$ cat src/rtl/switch_stats_monitor.sv
// switch_stats_monitor: per-port drop / expected / delivered accounting for an N-port switch.
// Define SWITCH_STATS_SAT_EN for saturating counters; by default counters wrap.
module switch_stats_monitor #(
    parameter int NUM_PORTS = 4,
    parameter int CNT_W     = 16
) (
    input  logic                           clk,
    input  logic                           rst,
    input  logic [NUM_PORTS-1:0]           valid_in,
    input  logic [NUM_PORTS*NUM_PORTS-1:0] target_in,
    input  logic [NUM_PORTS-1:0]           fifo_full,
    input  logic [NUM_PORTS-1:0]           valid_out,
    input  logic                           clr,
    input  logic                           rd_req,
    input  logic [3:0]                     rd_port,
    input  logic [1:0]                     rd_sel,
    output logic                           rd_valid,
    output logic [CNT_W-1:0]               rd_data,
    output logic                           rd_err,
    output logic                           ovf
);
    localparam int INC_W = $clog2(NUM_PORTS + 1);

    logic [CNT_W-1:0] drops     [NUM_PORTS];
    logic [CNT_W-1:0] expected  [NUM_PORTS];
    logic [CNT_W-1:0] delivered [NUM_PORTS];
    logic [CNT_W-1:0] pending   [NUM_PORTS];
    logic [INC_W-1:0] drop_inc  [NUM_PORTS];
    logic [INC_W-1:0] exp_inc   [NUM_PORTS];
    logic [CNT_W:0]   drop_sum  [NUM_PORTS];
    logic [CNT_W:0]   exp_sum   [NUM_PORTS];
    logic [CNT_W:0]   dlv_sum   [NUM_PORTS];
    logic             ovf_evt;
    logic [CNT_W-1:0] rd_sel_val;
    logic             rd_oob;

    function automatic logic [CNT_W-1:0] clip(input logic [CNT_W:0] s);
`ifdef SWITCH_STATS_SAT_EN
        return s[CNT_W] ? {CNT_W{1'b1}} : s[CNT_W-1:0];
`else
        return s[CNT_W-1:0];
`endif
    endfunction

    // A dropped packet is weighted by its fan-out; an accepted one credits each target.
    always_comb begin
        for (int p = 0; p < NUM_PORTS; p++) begin
            drop_inc[p] = '0;
            exp_inc[p]  = '0;
        end
        for (int i = 0; i < NUM_PORTS; i++) begin
            for (int j = 0; j < NUM_PORTS; j++) begin
                if (valid_in[i] && target_in[i*NUM_PORTS + j]) begin
                    if (fifo_full[i]) drop_inc[i] = drop_inc[i] + INC_W'(1);
                    else              exp_inc[j]  = exp_inc[j] + INC_W'(1);
                end
            end
        end
    end

    always_comb begin
        ovf_evt = 1'b0;
        for (int p = 0; p < NUM_PORTS; p++) begin
            drop_sum[p] = {1'b0, drops[p]}     + (CNT_W+1)'(drop_inc[p]);
            exp_sum[p]  = {1'b0, expected[p]}  + (CNT_W+1)'(exp_inc[p]);
            dlv_sum[p]  = {1'b0, delivered[p]} + (CNT_W+1)'(valid_out[p]);
            pending[p]  = expected[p] - delivered[p];
            ovf_evt     = ovf_evt | drop_sum[p][CNT_W] | exp_sum[p][CNT_W] | dlv_sum[p][CNT_W];
        end
    end

    // Readout handshake: rd_req has no ready; every request is accepted and answered with
    // rd_valid exactly one cycle later, carrying the counter value before that edge's update.
    always_comb begin
        rd_sel_val = '0;
        for (int p = 0; p < NUM_PORTS; p++) begin
            if (rd_port == 4'(p)) begin
                case (rd_sel)
                    2'd0: rd_sel_val = drops[p];
                    2'd1: rd_sel_val = expected[p];
                    2'd2: rd_sel_val = delivered[p];
                    2'd3: rd_sel_val = pending[p];
                endcase
            end
        end
    end

    assign rd_oob = {1'b0, rd_port} >= 5'(NUM_PORTS);

    always_ff @(posedge clk) begin
        if (rst) begin
            for (int p = 0; p < NUM_PORTS; p++) begin
                drops[p]     <= '0;
                expected[p]  <= '0;
                delivered[p] <= '0;
            end
            ovf      <= 1'b0;
            rd_valid <= 1'b0;
            rd_data  <= '0;
            rd_err   <= 1'b0;
        end else begin
            rd_valid <= rd_req;
            rd_err   <= rd_req & rd_oob;
            if (rd_req) rd_data <= rd_sel_val;
            // clr still lets a coincident read return the pre-clear value
            if (clr) begin
                for (int p = 0; p < NUM_PORTS; p++) begin
                    drops[p]     <= '0;
                    expected[p]  <= '0;
                    delivered[p] <= '0;
                end
                ovf <= 1'b0;
            end else begin
                for (int p = 0; p < NUM_PORTS; p++) begin
                    drops[p]     <= clip(drop_sum[p]);
                    expected[p]  <= clip(exp_sum[p]);
                    delivered[p] <= clip(dlv_sum[p]);
                end
                if (ovf_evt) ovf <= 1'b1;
            end
        end
    end

endmodule

$ cat config.mk
export PLATFORM = sky130hd
export DESIGN_NAME = switch_stats_monitor
export DESIGN_NICKNAME = d
export VERILOG_FILES = /design/src/rtl/switch_stats_monitor.sv
export SDC_FILE = /design/constraint.sdc
export NUM_CORES = 1
export LEC_CHECK = 0
export ABC_CLOCK_PERIOD_IN_PS = 11400
export BUFFER_PORTS_ARGS = -buffer_cell sky130_fd_sc_hd__buf_2
export CORE_MARGIN = 4
export CORE_UTILIZATION = 40
export CTS_CLUSTER_SIZE = 8
export DETAILED_ROUTE_END_ITERATION = 10
export PLACE_DENSITY = 0.54
export SLEW_MARGIN = 40
export SYNTH_ARGS = -nofsm -noshare
export SYNTH_HDL_FRONTEND = slang
export SYNTH_SLANG_ARGS = --single-unit
export TNS_END_PERCENT = 20
$ cat constraint.sdc
create_clock -name clk -period 11.4 [get_ports clk]
set_input_delay 2.28 -clock clk [delete_from_list [all_inputs] [get_ports clk]]
set_output_delay 2.28 -clock clk [all_outputs]
set_load 0.02 [all_outputs]
Word-level counts from Yosys, hierarchy flattened
Memories as Yosys holds them, arrays and structs flattened.
Index checks and enable logic that the tools add are counted.
- reductions and logical operators: 19
- add/sub/neg operators: 40
- magnitude comparators: 1
- bitwise operators: 36
- muxes and demuxes: 101
- eq/ne operators: 6
- operators with widths (operator ; count):
    $mux 16 ; 28
    $pmux 16 s4 ; 4
    $mux 3 ; 52
    $add 16x3->17 ; 8
    $add 3x1->3 const B ; 24
    $add 16x1->17 ; 4
    $sub 16x16->16 ; 4
    $or 1x1->1 ; 35
    $mux 1 ; 17
    $logic_and 1x1->1 ; 16
    $eq 4x2->1 const B ; 2
    $eq 2x2->1 const B ; 2
    $eq 4x1->1 const B ; 1
    $ge 4x3->1 const B ; 1
    $logic_not 4->1 ; 1
    $eq 2x1->1 const B ; 1
    $logic_not 2->1 ; 1
    $reduce_or 2->1 ; 1
    $and 1x1->1 ; 1
- RAM bits: 192
- input bits: 38
- flip-flop bits (word level): 19
- logic and storage cells: 210
- output and inout bits: 19
- memories kept: 3
- memories (memory ; depth ; width ; rd ports ; clocked after memory_dff ; write ports ; line ; RTL):
    delivered ; 4 ; 16 ; 4 ; 0 ; 4 ; 26 ; logic [CNT_W-1:0] delivered [NUM_PORTS];
    drops ; 4 ; 16 ; 4 ; 0 ; 4 ; 24 ; logic [CNT_W-1:0] drops [NUM_PORTS];
    expected ; 4 ; 16 ; 4 ; 0 ; 4 ; 25 ; logic [CNT_W-1:0] expected [NUM_PORTS];

Longest topological paths before layout
- depth in word-level cells: 23
- depth in mapped cells: 19
- mapped depth without buffers: 19

Worst setup path after synthesis
No wires, ideal clock.
- path kind: input to register
- start point: in valid_in[0]
- end point: reg ovf
- data arrival time: 5506 ps
- stages on the path: 17
- required time: 11267 ps
- buffers on the path: 0
- library setup time: 133 ps
- setup slack: 5761 ps
- path through: nor2b_1 > and2_1 > ha_1 > mux2_2 > ha_1 > mux2_2 > ha_1 > mux2_2 > fa_1 > a21oi_1 > nor2b_1 > nand2_1 > nor2_1 > a31oi_1 > nand4_1 > a311oi_1 > a31oi_1
- longest elaborated chain between the ends: 23
- elaborated cells between the ends (all ways): 70
- those cells by class: 20 x add/sub; 35 x mux; 11 x bitwise; 4 x reduce/logical
- ends and longest elaborated chain (element ; line ; RTL):
    start, declared ; 9 ; input logic [NUM_PORTS-1:0] valid_in,
    $logic_and 1x1->1 ; 53 ; if (valid_in[i] && target_in[i*NUM_PORTS + j]) begin
    $mux 3 / $mux 1 (equally long branches) ; 53 ;
    $add 3x1->3 (on tied branches) ; 54, 55 ;
    $mux 3 ; 54 ; if (fifo_full[i]) drop_inc[i] = drop_inc[i] + INC_W'(1);
    $mux 3 ; 53 ;
    $add 3x1->3 (on tied branches) ; 54, 55 ;
    $mux 3 ; 54 ;
    $mux 3 ; 53 ;
    $add 3x1->3 (on tied branches) ; 54, 55 ;
    $mux 3 ; 54 ;
    $mux 3 ; 53 ;
    $add 16x3->17 (on tied branches) ; 64, 65 ;
    $or 1x1->1 (9 in series) ; 68 ; ovf_evt = ovf_evt | drop_sum[p][CNT_W] | exp_sum[p][CNT_W] | dlv_sum[p][CNT_W];
    $or 1x1->1 * (2 in series) ; 68 ;
    end signal, assigned ; 97 ; ovf <= 1'b0;
    end signal, assigned ; 112 ; ovf <= 1'b0;
    end signal, assigned ; 119 ; if (ovf_evt) ovf <= 1'b1;
    end, declared ; 20 ; output logic ovf
Mark *: on every way between the ends. The rest lies on a longest branch, timed or not.
A chain may end at the register's enable or synchronous reset.

Worst setup path in the final report
Ends and elaborated chain as after synthesis.

==> run_results.csv <==
group,metric,value,unit
yosys,post_synth_num_cell_types,78,
yosys,async_flop_share,0,%
yosys,largest_family_of_logic_cells_by_synthesized_area,"simple AND/OR/NAND/NOR gates",
worst_setup_path,worstSetupPathType,"primary input to flop",
power_and_ir_drop,total_leakage_power,0.00734,uW
clock_tree,insertion_delay,0.58,ns
placed_design,detailedPlace.worstSlack,5.00,ns
die,initial_utilization,40.4,%
worst_setup_path,timing.critical_path.depth,19,
yosys,synth.ff_latch_count,211,
sta,tns,0,ns
sta,fin_crit,5.83,ns
sta,count_of_final_hold_check_violations,0,
yosys,synthFlopType,"edfxtp_1",
clock_tree,cts_hold_buf,0,
routing,drt_iter0_markers,884,
cells_and_area,layout_common_cells,"nor2_1, edfxtp_1, conb_1, nand2_1, ha_1",
placed_design,total_placed_cells_including_tap_cells,2484,
die,std_cell_rows,74,
sta,fin_worst_skew,0.0219,ns
global_routing,grt_pass1_wl,73300,um
cells_and_area,non_filler_cells_in_the_finished_layout,2537,
clock_tree,number_of_gates_resized_after_cts,0,
sta,slew_violations,0,
worst_setup_path,wp_buf_inv,2,
clock_tree,clock_slew_seen_by_the_registers_of_the_worst_setup_and_hold_paths,0.05,ns
yosys,share_of_the_synthesized_area_in_the_top_cell_type,26.2,%
yosys,synth_simple_gate_area_share,21.1,%
routing,viasPerCell,5.38,
yosys,syn-mean-instance-area,9.09,sq um
sta,fmaxAchievable,0.172,GHz
placed_design,numPortBuffers,56,
sta,tightest_slew,0.796,ns
routing,drt.antenna.violating_nets,0,
worst_setup_path,start_kind,"primary input",
worst_setup_path,required_arrival_time_at_the_worst_endpoint,11.83,ns
yosys,post_synth_instance_area,16500,sq um
clock_tree,clockBufferDepth,3,
worst_setup_path,slowest_cell_on_the_critical_path,"fa_1",
die,core_area,40800,sq um
worst_setup_path,path_delay_family,"adder cells",
worst_setup_path,r2r-start,"expected[1][0]",
routing,post-route-drc-count,0,
worst_setup_path,worstPathCellList,"buf_2 > nor2b_1 > and2_1 > ha_1 > mux2i_1 > inv_1 > ha_1 > mux2_2 > ha_1 > mux2_2 > fa_1 > a21oi_1 > nor2b_1 > nand3_1 > nor2_1 > a31oi_1 > nand4_1 > a311oi_1 > a31oi_1",
power_and_ir_drop,ir_drop_worst_vdd,111,uV
hold_path,holdCritPathClass,"flop to flop",
worst_setup_path,type_of_element_capturing_the_critical_path,"flop",
yosys,syn_inst,1816,
die,overall_die_width,211,um
worst_setup_path,reg2reg_slack,8.02,ns
sta,post-route-period-util,51.1,%
yosys,muxShareOfSynthArea,6.68,%
sta,timing.slew.headroom,46.9,%
clock_tree,cts.root.buffer_cell,"clkbuf_16",
yosys,number_of_synthesized_flops_with_an_enable_pin,144,
global_routing,grt_antenna_before_repair,0,
cells_and_area,layout.cells.most_common,"nor2_1",
worst_setup_path,arrival,6.26,ns
die,io_pins,57,
yosys,synth-adder-area-share,9.94,%
routing,detailedRoute.firstPassIterationCount,7,
yosys,post_synth_main_area_contributors,"edfxtp_1, ha_1, dfxtp_1",
worst_setup_path,crit_path_frequent_cell,"ha_1",
clock_tree,ctsHtreeMaxLevel,1,
cells_and_area,layout-area-overhead-vs-synth,12.6,%
yosys,ys.warnings.count,0,
die,die_height,211,um
hold_path,worstHoldStart,"rd_data[1]",
global_routing,gr-usage-all-layers,20.6,%
sta,minimum_setup_slack_in_the_final_design,5.57,ns
clock_tree,tritoncts,"yes",
clock_tree,cts_inserted_buffers,30,
cells_and_area,antenna_cells_inserted,0,
sta,number_of_failing_setup_endpoints_in_the_final_timing_report,0,
routing,num_vias,13653,
die,area_of_the_die,44600,sq um
worst_setup_path,setup.worst_path.start,"valid_in[0]",
routing,route.detailed.wl_per_inst,18.4,um
global_routing,grt.overflow.total,0,
worst_setup_path,worst-path-max-fanout,6,
worst_setup_path,timing.critical_path.slowest_cell_delay,0.43,ns
power_and_ir_drop,cellPowerDensity,113,nW/um^2
worst_setup_path,timing.rr.end,"rd_data[12]",
worst_setup_path,crit_end,"ovf",
yosys,synthXorXnorAreaFrac,11.1,%
cells_and_area,drive_gt1_share,8.33,%
global_routing,grt_pass1_vias,13388,
status,outcome,"finished, final reports clean",
clock_tree,cts_sinks,211,
cells_and_area,design.final.nets,2146,
yosys,seq_area_frac_synth,34.3,%
global_routing,grt_start_max_net_pins,90,
clock_tree,cts_setup_buffers,0,
worst_setup_path,reg2regPathDepth,13,
placed_design,gp_routability_congestion,0.890,
yosys,yosys.area.top_type,"edfxtp_1",
flow_run,cap_violations,0,
routing,postRouteWirelength,46600,um
placed_design,dpl_wire_length,35300,um
sta,rsz_0062_raised_after_global_routing,"false",
yosys,synth-compound-area-share,12.2,%
[cells by family after synthesis]
logic type / after synthesis
AND/OR/NAND/NOR: 733
AO/OA/AOI/OAI: 301
flip-flops: 211
XOR/XNOR: 209
buffers and inverters: 172
adder cells (fa/ha/maj): 124
multiplexers: 65
other: 1
[metrics by stage]
stage,cell area [sq um],hold slack (ns),util [%],total power [uW]
3_3_place_gp,17700,0.496,43.3,1260
2_1_floorplan,17000,0.475,-,1160
4_1_cts,18600,0.501,45.5,2130
5_1_grt,18600,0.526,45.5,2200
3_5_place_dp,17700,0.492,43.4,1270
6_report,18600,0.492,45.5,2100
[worst reg2reg max path: cells and delay by family (launching register included)]
family	cells	cell delay [ns]
buf+inv	2	0.14
compound gates	6	1.71
xor+xnor	1	0.18
flops	1	0.42
simple gates	2	0.21
fa+ha+maj	2	0.59
[area by class of cell]
cell class,count,area (sq um)
Fill cell,3954,22200
Clock buffer,52,843
Sequential cell,211,5670
Timing Repair Buffer,68,404
Tap cell,532,666
Inverter,97,364
Clock inverter,1,16.3
Multi-Input combinational cell,1576,10600
[worst min-delay path by stage]
| stage | endpoint | slack, ns | depth (start not counted) |
|---|---|---|---|
| floorplan | expected[2][12] | 0.47 | 2 |
| CTS | rd_data[1] | 0.50 | 2 |
| detailed placement | rd_data[1] | 0.49 | 2 |
| finish | rd_data[1] | 0.49 | 2 |
| global placement | rd_data[0] | 0.50 | 2 |
| global route | rd_data[3] | 0.53 | 2 |
[layer usage]
| metal | part of all wire (%) | wire length, um | global-route usage [%] | up-vias |
|---|---|---|---|---|
| li1 | - | - | - | 6692 |
| met1 | 45 | 21200 | 28.0 | 6640 |
| met2 | 48 | 22200 | 34.9 | 253 |
| met3 | 4.2 | 1970 | 2.75 | 68 |
| met4 | 2.6 | 1190 | 5.25 | 0 |
| met5 | 0 | 0 | 0 | - |
[cell usage after synthesis (all sizes together) (17+ instances only)]
library cell	count
a211oi	18
a21o	21
a21oi	86
and2	39
and3	40
clkbuf	64
dfxtp	67
edfxtp	144
ha	112
inv	96
mux2	17
mux4	34
nand2	140
nand3	92
nand4	29
nor2	260
nor2b	44
nor3	33
o21ai	51
or3	17
xnor2	101
xor2	108
[sequential cells by signal (all words and copies together) (netlist names)]
name and flops:
delivered 64, rd_valid 1, rd_data 16, rd_err 1
drops 64, ovf 1, expected 64
[report_power, final]
group	internal [uW]	switching (uW)	total [uW]
combinational	148	210	358
sequential	856	40.5	896
clock	493	353	847
Power figures use the tool's default switching activity.
